File: config.mk
export PLATFORM = sky130hd
export DESIGN_NAME = load_store_unit
export DESIGN_NICKNAME = d
export VERILOG_FILES = /design/src/rtl/load_store_unit.sv
export SDC_FILE = /design/constraint.sdc
export NUM_CORES = 1
export LEC_CHECK = 0
export CORE_MARGIN = 4
export CORE_UTILIZATION = 49
export CTS_BUF_LIST = sky130_fd_sc_hd__clkbuf_8
export CTS_CLUSTER_DIAMETER = 150
export DETAILED_ROUTE_END_ITERATION = 10
export HOLD_SLACK_MARGIN = 0.05
export PLACE_DENSITY = 0.83
export SLEW_MARGIN = 30
export SYNTH_ARGS = -nofsm -noshare
export SYNTH_HDL_FRONTEND = slang
export SYNTH_SLANG_ARGS = --single-unit
File: constraint.sdc
create_clock -name clk -period 3.4 [get_ports clk]
set_clock_uncertainty 0.2 [all_clocks]
set_input_delay 0.51 -clock clk [delete_from_list [all_inputs] [get_ports clk]]
set_output_delay 0.51 -clock clk [all_outputs]
set_load 0.005 [all_outputs]
File: src/rtl/load_store_unit.sv
// Multi-cycle load/store initiator for a word-addressed data memory with sub-word RMW stores and load extension.
// Optional build macro LSU_MISALIGN_TRAP_EN: misaligned or reserved-size requests return resp_err without touching memory.
module load_store_unit #(
    parameter int ADDR_W = 32
) (
    input  logic              clk,
    input  logic              reset,
    input  logic              req_valid,
    output logic              req_ready,
    input  logic              req_we,
    input  logic [1:0]        req_size,
    input  logic              req_unsigned,
    input  logic [ADDR_W-1:0] req_addr,
    input  logic [31:0]       req_wdata,
    output logic              resp_valid,
    input  logic              resp_ready,
    output logic [31:0]       resp_rdata,
    output logic              resp_err,
    output logic              mem_read,
    output logic              mem_write,
    output logic [ADDR_W-1:0] mem_addr,
    output logic [31:0]       mem_wdata,
    input  logic [31:0]       mem_rdata
);

    // Handshakes: a transfer happens on a rising edge where valid && ready are both high;
    // valid-side payload is held until that edge, ready never depends on valid.
    typedef enum logic [1:0] {IDLE, READ, WRITE, RESP} state_t;

    state_t            state, state_next;
    logic [ADDR_W-1:0] addr_q;
    logic [1:0]        size_q;
    logic              we_q;
    logic              uns_q;
    logic [31:0]       wdata_q;
    logic [31:0]       word_q;
    logic [31:0]       rdata_q;
    logic              accept;
    logic              req_bad;

    function automatic logic [31:0] extend(input logic [31:0] w, input logic [1:0] sz,
                                           input logic [1:0] a, input logic uns);
        logic [7:0]  b;
        logic [15:0] h;
        b = w[{a, 3'b000} +: 8];
        h = a[1] ? w[31:16] : w[15:0];
        case (sz)
            2'b00:   return uns ? {24'b0, b} : {{24{b[7]}}, b};
            2'b01:   return uns ? {16'b0, h} : {{16{h[15]}}, h};
            default: return w;
        endcase
    endfunction

    function automatic logic [31:0] merge(input logic [31:0] w, input logic [31:0] d,
                                          input logic [1:0] sz, input logic [1:0] a);
        logic [31:0] r;
        r = w;
        case (sz)
            2'b00: r[{a, 3'b000} +: 8] = d[7:0];
            2'b01: if (a[1]) r[31:16] = d[15:0]; else r[15:0] = d[15:0];
            default: r = d;
        endcase
        return r;
    endfunction

`ifdef LSU_MISALIGN_TRAP_EN
    logic err_q;
    assign req_bad = (req_size == 2'b11) ||
                     (req_size == 2'b01 && req_addr[0]) ||
                     (req_size == 2'b10 && req_addr[1:0] != 2'b00);
`else
    assign req_bad = 1'b0;
`endif

    assign accept = req_valid && (state == IDLE);

    always_comb begin
        state_next = state;
        case (state)
            IDLE: begin
                if (req_valid) begin
                    if (req_bad)                     state_next = RESP;
                    else if (req_we && req_size[1])  state_next = WRITE;
                    else                             state_next = READ;
                end
            end
            READ:    state_next = we_q ? WRITE : RESP;
            WRITE:   state_next = RESP;
            RESP:    if (resp_ready) state_next = IDLE;
            default: state_next = IDLE;
        endcase
    end

    always_ff @(posedge clk) begin
        if (reset) begin
            state   <= IDLE;
            addr_q  <= '0;
            size_q  <= 2'b00;
            we_q    <= 1'b0;
            uns_q   <= 1'b0;
            wdata_q <= 32'h0;
            word_q  <= 32'h0;
            rdata_q <= 32'h0;
        end else begin
            state <= state_next;
            if (accept) begin
                addr_q  <= req_addr;
                size_q  <= req_size;
                we_q    <= req_we;
                uns_q   <= req_unsigned;
                wdata_q <= req_wdata;
                rdata_q <= 32'h0;
            end
            if (state == READ) begin
                word_q <= mem_rdata;
                if (!we_q) rdata_q <= extend(mem_rdata, size_q, addr_q[1:0], uns_q);
            end
        end
    end

`ifdef LSU_MISALIGN_TRAP_EN
    always_ff @(posedge clk) begin
        if (reset)       err_q <= 1'b0;
        else if (accept) err_q <= req_bad;
    end
    assign resp_err = resp_valid && err_q;
`else
    assign resp_err = 1'b0;
`endif

    // Outputs are forced quiet during the reset cycle even if the state register is mid-operation.
    assign req_ready  = (state == IDLE);
    assign mem_read   = (state == READ) && !reset;
    assign mem_write  = (state == WRITE) && !reset;
    assign resp_valid = (state == RESP) && !reset;
    assign resp_rdata = resp_valid ? rdata_q : 32'h0;
    assign mem_addr   = reset ? '0 : {addr_q[ADDR_W-1:2], 2'b00};
    assign mem_wdata  = mem_write ? merge(word_q, wdata_q, size_q, addr_q[1:0]) : 32'h0;

endmodule

; ---- Yosys cells after proc, flatten, opt, wreduce, memory -nomap -nowiden
; Cells that the tools add are included.
; W data, S select, Z words.
[totals]
n_memories = 0
ramBits = 0
romBits = 0
input_bits = 104
regBits = 134
latchBits = 0
[op_classes]
n_reduce_logical = 9
n_eq_ne = 6
shift = 3
order_cmp = 0
n_div = 0
mul = 0
bitwise = 0
mux = 19
add_sub_neg = 1
[op_table]
columns = op, count
row1 = $mux W32, 8
row2 = $pmux W32 S2, 2
row3 = $mux W16, 3
row4 = $bwmux W32, 1
row5 = $shift A8 B7 Y32 const A, 1
row6 = $shiftx A32 B6 Y8, 1
row7 = $shiftx A8 B7 Y32, 1
row8 = $pmux W2 S4, 1
row9 = $neg A5 Y7, 1
row10 = $mux W2, 3
row11 = $logic_and A1 B1 Y1, 5
row12 = $eq A2 B1 Y1 const B, 2
row13 = $eq A2 B2 Y1 const B, 2
row14 = $logic_not A2 Y1, 2
row15 = $ne A2 B2 Y1 const B, 2
row16 = $reduce_and A2 Y1, 1
row17 = $logic_not A1 Y1, 1
row18 = $mux W1, 1

; ---- Depth between registers and ports, before layout
; Gate-level depths: netlist (run 1).
[depth]
word_depth = 5
ltp_mapped = 9
mapped_depth_nobuf = 6

; ---- Least setup slack after synthesis (run 1)
; OpenSTA, ideal clock, no wires.
[synth_timing]
path_kind = reg2out
startpoint = reg addr_q[1]
endpoint = out mem_wdata[16]
arrival_time_ns = 2.309
slack_ns = 0.381
path_buffers = 3
t_required_ns = 2.690
path_stages_with_launch = 10
cell_sequence = dfxtp_1 -> buf_4 -> clkinv_1 -> clkbuf_1 -> ha_1 -> or4b_4 -> o31ai_2 -> and3_1 -> buf_4 -> o2bb2ai_1
[synth_via]
elab_chain_len = 5
word_cells_on_any_way = 7
classes_between = add/sub: 1 / shift: 2 / mux: 4
[synth_rtl]
columns = element, line_no
row1 = from (decl), 31  ; logic [ADDR_W-1:0] addr_q;
row2 = from (signal assigned), 107  ; addr_q <= req_addr;
row3 = $neg A5 Y7, 59  ; 2'b00: r[{a, 3'b000} +: 8] = d[7:0];
row4 = $shiftx A8 B7 Y32 / $shift A8 B7 Y32 (equally long branches), 59
row5 = $bwmux W32, 59
row6 = $pmux W32 S2 *, 58  ; case (sz)
row7 = $mux W32 *, 138  ; assign mem_wdata = mem_write ? merge(word_q, wdata_q, size_q, addr_q[1:0]) : 32'h0;
row8 = to (decl), 22  ; output logic [31:0] mem_wdata,
; Every way passes the cells marked *; elsewhere a longest branch is shown, timed or not.

; ---- Worst setup path after layout (run 1)
[layout_timing]
startpoint = reg addr_q[0]
endpoint = out mem_wdata[18]
[layout_via]
elab_chain_len = 5
word_cells_on_any_way = 6
classes_between = add/sub: 1 / shift: 2 / mux: 3
[layout_rtl]
columns = element, line_no
row1 = $neg A5 Y7 *, 59
row2 = $shiftx A8 B7 Y32 / $shift A8 B7 Y32 (equally long branches), 59
row3 = $bwmux W32 *, 59
row4 = $pmux W32 S2 *, 58
row5 = $mux W32 *, 138
; Marked as above.

==> results of run 1 <==
-- Yosys cell counts, types with 3 or more instances --
cell       instances  area, µm²
a211oi_1          16      120.1
a211oi_2          10      125.1
a21oi_1          118      590.6
a221oi_1          26      227.7
a222oi_1           7      70.07
a22o_1             8      70.07
a22oi_1           22      165.2
and2_1            34      212.7
buf_1              8      30.03
buf_2             13      65.06
buf_4              7      52.55
clkbuf_1          53      198.9
clkinv_1           3      11.26
dfxtp_1          134       2683
ha_1               9      112.6
inv_1             10      37.54
mux2_2            11      123.9
mux2i_1           42      420.4
nand2_1          157      589.3
nand2b_1          11      68.82
nor2_1            39      146.4
nor2b_1           34      212.7
nor3_1            17      85.08
o211a_1            9      90.09
o21ai_0            7      35.03
o22ai_1           18      112.6
o2bb2ai_1          6      52.55
-- stage by stage --
| step | setup WS (ns) | TNS, ns | instance area, µm² | util (%) | power (mW) |
|---|---|---|---|---|---|
| after floorplan | 0.3808 | 0 | 6924 | - | 3.926 |
| after global placement | 0.2469 | 0 | 8971 | 64.88 | 4.634 |
| after detailed placement | 0.1701 | 0 | 8971 | 64.88 | 4.688 |
| after CTS | -0.004693 | -0.004693 | 9475 | 68.53 | 6.156 |
| after global routing | -0.04872 | -0.09544 | 9585 | 69.32 | 6.610 |
| final | 0.05629 | 0 | 9585 | 69.32 | 6.225 |
-- where the power goes --
part | internal (mW) | leakage [nW] | total [mW] | switching, mW
Sequential | 1.97 | 1.10 | 2.28 | 0.311
Combinational | 1.12 | 2.41 | 2.51 | 1.39
Clock | 0.804 | 0.218 | 1.44 | 0.637
Total | 3.89 | 3.73 | 6.22 | 2.34
-- worst min-delay path by stage --
| stage | from | endpoint | depth (start not counted) |
|---|---|---|---|
| floorplan | addr_q[10] | addr_q[10] | 2 |
| global placement | addr_q[5] | addr_q[5] | 2 |
| detailed placement | addr_q[5] | addr_q[5] | 2 |
| CTS | addr_q[5] | addr_q[5] | 2 |
| global route | addr_q[9] | addr_q[9] | 2 |
| finish | addr_q[13] | addr_q[13] | 2 |
-- cells by family after synthesis --
family          count (synthesis)
compound gates                256
buf+inv                        96
simple gates                  304
fa+ha+maj                       9
other cells                     1
mux                            53
flops                         134
-- flip-flops by register name, summed over array words and instances (netlist names) --
signal	cells
rdata_q	32
wdata_q	32
word_q	32
uns_q	1
state	2
addr_q	32
we_q	1
size_q	2
-- cell usage in the layout (no fill, tap or decap), drive strengths merged, types with 29 or more instances in the layout --
master           n
a21oi          118
and2            34
dfxtp          134
clkdlybuf4s50  178
mux2i           42
nor2b           34
buf             29
nor2            40
nand2          157
-- metal layers --
metal	GRT usage [%]	share of wire, %	up-vias
met5	0	0.058	-
li1	-	-	3348
met3	8.295	11	59
met4	9.653	3.0	2
met1	35.68	41	3289
met2	40.60	45	363
-- layout make-up --
cell class | instances | area, µm²
fill | 1102 | 4242
multi-input combinational | 625 | 3890
sequential | 134 | 2686
timing repair buffer | 229 | 2297
clock buffer | 21 | 289.0
tap | 180 | 225.2
clock inverter | 11 | 146.4
inverter | 13 | 51.30
-- what timing repair did --
| action | CTS | global route |
|---|---|---|
| gates resized for setup | 17 | 28 |
| buffers inserted | 4 | 5 |
| setup endpoints to repair | 25 | 25 |
| pin swaps | 2 | 3 |
-- worst max-delay path: stages, from the launching register on --
cell and delay (ns):
dfxtp_1 0.35, inv_2 0.07, ha_1 0.24, or4b_4 0.52, o31ai_2 0.22, and3_4 0.25, buf_4 0.11, buf_4 0.09
o2bb2ai_1 0.10, dlygate4sd2_1 0.25
==> results.cfg, run 1 <==
[worst_setup_path]
cp_data_required_time_ns = 2.69
worst-r2r-setup-slack_ns = 1.13
worstReg2RegEnd = rdata_q[12]
arrival_ns = 2.63
ff2ff_path_depth = 6
critical_path_peak_fanout = 3
path_class = reg2out
worstSetupStartpoint = addr_q[0]
setup.worst_path.end = mem_wdata[18]
cp-end-kind = primary output
start_kind = flop
r2r_start = state[1]

[sta]
relSlewSlack_pct = 45.00
rsz0062_at_grt = yes
whs_ns = 0.2491
fin_crit_sh_pct = 98.34
setup_viol = 0
final_hold_viol_count = 0
maxSlewViolCount = 0
fmax_ghz = 0.2991
worst_pin_slew_ns = 0.8250
period_needed_ns = 3.344

[placement]
hpwl_mm = 15.11
numPlacedInstances = 1172
io_buffer_count = 201
gp_congestion = 0.9557

[route]
viasPerCell = 5.821
via_count = 7061
drtPass1Iterations = 8
routed_wl_mm = 22.31
route.detailed.drc = 0
drtIter0Drc = 768
antenna_left = 0
avgRoutedWirePerCell_um = 18.39

[clock_network]
clock_path_buffers = 2
htreeDepth = 4
numCtsBuffers = 17
clk_pin_slew_ns = 0.07
clkLatencyLatePin_ns = 0.45
root_buffer = clkbuf_8
ctsHoldBuffers = 0
cts_tree = built
cts_sinks = 134

[global_routing]
track_usage_pct = 26.65
antenna_found_initial = 1
grt_overflow = 0
grt_pass1_vias = 6451
grt_pass1_wl_mm = 34.46
grt_max_degree = 166

[yosys]
synth_xor_area_share_pct = 0
synth-seq-area-share_pct = 38.78
synth_compound_area_share_pct = 25.18
yosysWarnings = 0
synth_top_family_by_area = compound AO/OA/AOI/OAI gates
yosysUniqueCellTypes = 47
synth-simple-area-share_pct = 20.44
synth_enable_flop_cells = 0
synth.area.mux_share_pct = 7.869
ys_ff_latch = 134
syn_inst = 853
synthAdderAreaFrac_pct = 1.628
syn_area_per_cell_um2 = 8.109
synthArstFlopShare_pct = 0
synth_flop_cell = dfxtp_1
syn_area_um2 = 6917

[floorplan]
die_area_um2 = 16080
die_x_um = 126.8
die_y_um = 126.8
io-pin-count = 205
start_util_pct = 50.02
num_rows = 43
coreArea_um2 = 13830

[final_layout]
fin_cells = 1213
layout.nets = 1133
antenna_cells = 0
layout-drive-gt1-share_pct = 10.16
syn2layout_area_growth_pct = 38.59

[pwr]
vdd_drop_max_mv = 0.3391
p_leak_nw = 3.729
powerDensity_nw_per_um2 = 649.4

[min_path]
min_path_type = reg2reg

[run_status]
status = complete, no violations

[flow_run]
maxCapViolCount = 0
(Power assumes the default switching activity.)
==> run 2, diff against run 1 <==
--- a/config.mk
+++ b/config.mk
@@ -6,12 +6,12 @@
 export NUM_CORES = 1
 export LEC_CHECK = 0
 export CORE_MARGIN = 4
-export CORE_UTILIZATION = 49
-export CTS_BUF_LIST = sky130_fd_sc_hd__clkbuf_8
+export CORE_UTILIZATION = 48
+export CTS_BUF_LIST = sky130_fd_sc_hd__clkbuf_4 sky130_fd_sc_hd__clkbuf_8 sky130_fd_sc_hd__clkbuf_16
 export CTS_CLUSTER_DIAMETER = 150
 export DETAILED_ROUTE_END_ITERATION = 10
 export HOLD_SLACK_MARGIN = 0.05
-export PLACE_DENSITY = 0.83
+export PLACE_DENSITY = 0.81
 export SLEW_MARGIN = 30
 export SYNTH_ARGS = -nofsm -noshare
 export SYNTH_HDL_FRONTEND = slang
==> run 2 against run 1 <==
Compared with the run above: global-route usage is 0.64 points higher; routed wire length up 2.6%; setup slack improved by 0.031 ns; first-iteration DRC count increased by 1.6%; sequential power is essentially flat; critical path depth unchanged; critical path type unchanged.
==> results.cfg, run 2 (synthesized netlist as in run 1, its figures left out) <==
[placement]
hpwl_mm = 15.54
numPlacedInstances = 1176
io_buffer_count = 201
gp_congestion = 0.9716
pre_cts_ws_ns = 0.1869
place_area_um2 = 9001

[sta]
period_needed_ns = 3.313
relSlewSlack_pct = 49.61
whs_ns = 0.2471
rsz0062_at_grt = yes
fin_crit_sh_pct = 97.45
setup-tns-final_ns = 0
fmax_ghz = 0.3018
worst_pin_slew_ns = 0.7558
setup_viol = 0
fin_ws_ns = 0.08684
final_hold_viol_count = 0
maxSlewViolCount = 0

[floorplan]
num_rows = 43
start_util_pct = 49.45
coreArea_um2 = 13990
io-pin-count = 205
die_area_um2 = 16390
die_x_um = 128.0
die_y_um = 128.0

[pwr]
vdd_drop_max_mv = 0.3866
p_leak_nw = 3.726
finalPower_mw = 6.752
powerDensity_nw_per_um2 = 688.2

[final_layout]
antenna_cells = 0
fin_cells = 1216
layout-drive-gt1-share_pct = 10.42
final_cell_mix = 186 x clkdlybuf4s50_1, 156 x nand2_1, 132 x dfxtp_1
layout_commonest_cell = clkdlybuf4s50_1
design_area_um2 = 9811
layout.nets = 1136
final_core_util_pct = 70.13
syn2layout_area_growth_pct = 41.84

[route]
drtPass1Iterations = 7
avgRoutedWirePerCell_um = 18.82
antenna_left = 0
drtIter0Drc = 780
via_count = 7106
route.detailed.drc = 0
viasPerCell = 5.844
routed_wl_mm = 22.88

[clock_network]
cts_tree = built
numCtsBuffers = 17
htreeDepth = 4
clock_path_buffers = 2
cts_sinks = 134
clk_pin_slew_ns = 0.06
clkLatencyLatePin_ns = 0.42
root_buffer = clkbuf_16

[global_routing]
grt_pass1_vias = 6722
grt_overflow = 0
grt_pass1_wl_mm = 35.56
grt_max_degree = 74
antenna_found_initial = 0
track_usage_pct = 27.29

[worst_setup_path]
critical_path_peak_fanout = 8
ff2ff_path_depth = 6
cp_data_required_time_ns = 2.69
arrival_ns = 2.60
path_class = reg2out
cp-end-kind = primary output
start_kind = flop

[flow_run]
maxCapViolCount = 0

[min_path]
min_path_type = reg2reg
holdPathStages = 2

[run_status]
status = complete, no violations
==> run 2: final cells by class <==
cell class / instances / area [µm²]
Clock buffer: 21 / 474.2
Clock inverter: 11 / 147.6
Fill cell: 1148 / 4178
Inverter: 13 / 51.30
Multi-Input combinational cell: 625 / 3904
Sequential cell: 134 / 2688
Tap cell: 180 / 225.2
Timing Repair Buffer: 232 / 2321
==> run 2: worst max-delay path, cell delays in order, from the launching register on <==
cell	delay (ns)
dfxtp_4	0.38
inv_4	0.05
ha_4	0.23
buf_4	0.16
nor4bb_4	0.25
buf_4	0.19
a221oi_1	0.08
a21oi_1	0.14
o211a_1	0.20
clkdlybuf4s50_1	0.51
==> run 2: per-layer routing <==
metal  track usage [%]  vias to the layer above  wire length [µm]
met3             7.500                       77              2345
li1                  -                     3358                 -
met4             11.67                        0               777
met1             35.91                     3304              9174
met5                 0                        -                 0
met2             42.11                      367             10590
==> run 2: repair_timing <==
| action | 4_1_cts | 5_1_grt |
|---|---|---|
| hold endpoints to repair | 0 | 0 |
| buffers inserted | 2 | 5 |
| cloned | 0 | 1 |
| gates resized for setup | 11 | 24 |
| setup endpoints to repair | 15 | 29 |
| hold buffers | 0 | 0 |
| pin swaps | 1 | 5 |
==> run 2: report_power, final <==
part           internal (mW)  switching, mW  total (mW)
sequential              1.97          0.323        2.29
combinational           1.13           1.41        2.54
clock                   1.22          0.696        1.92
==> run 2: path summary, 6_finish.rpt <==
kind / startpoint / to / slack (ns)
min: addr_q[14] / addr_q[14] / 0.25
max reg2reg: size_q[1] / rdata_q[6] / 1.05
max: addr_q[1] / mem_wdata[5] / 0.09
min reg2reg: addr_q[14] / addr_q[14] / 0.25
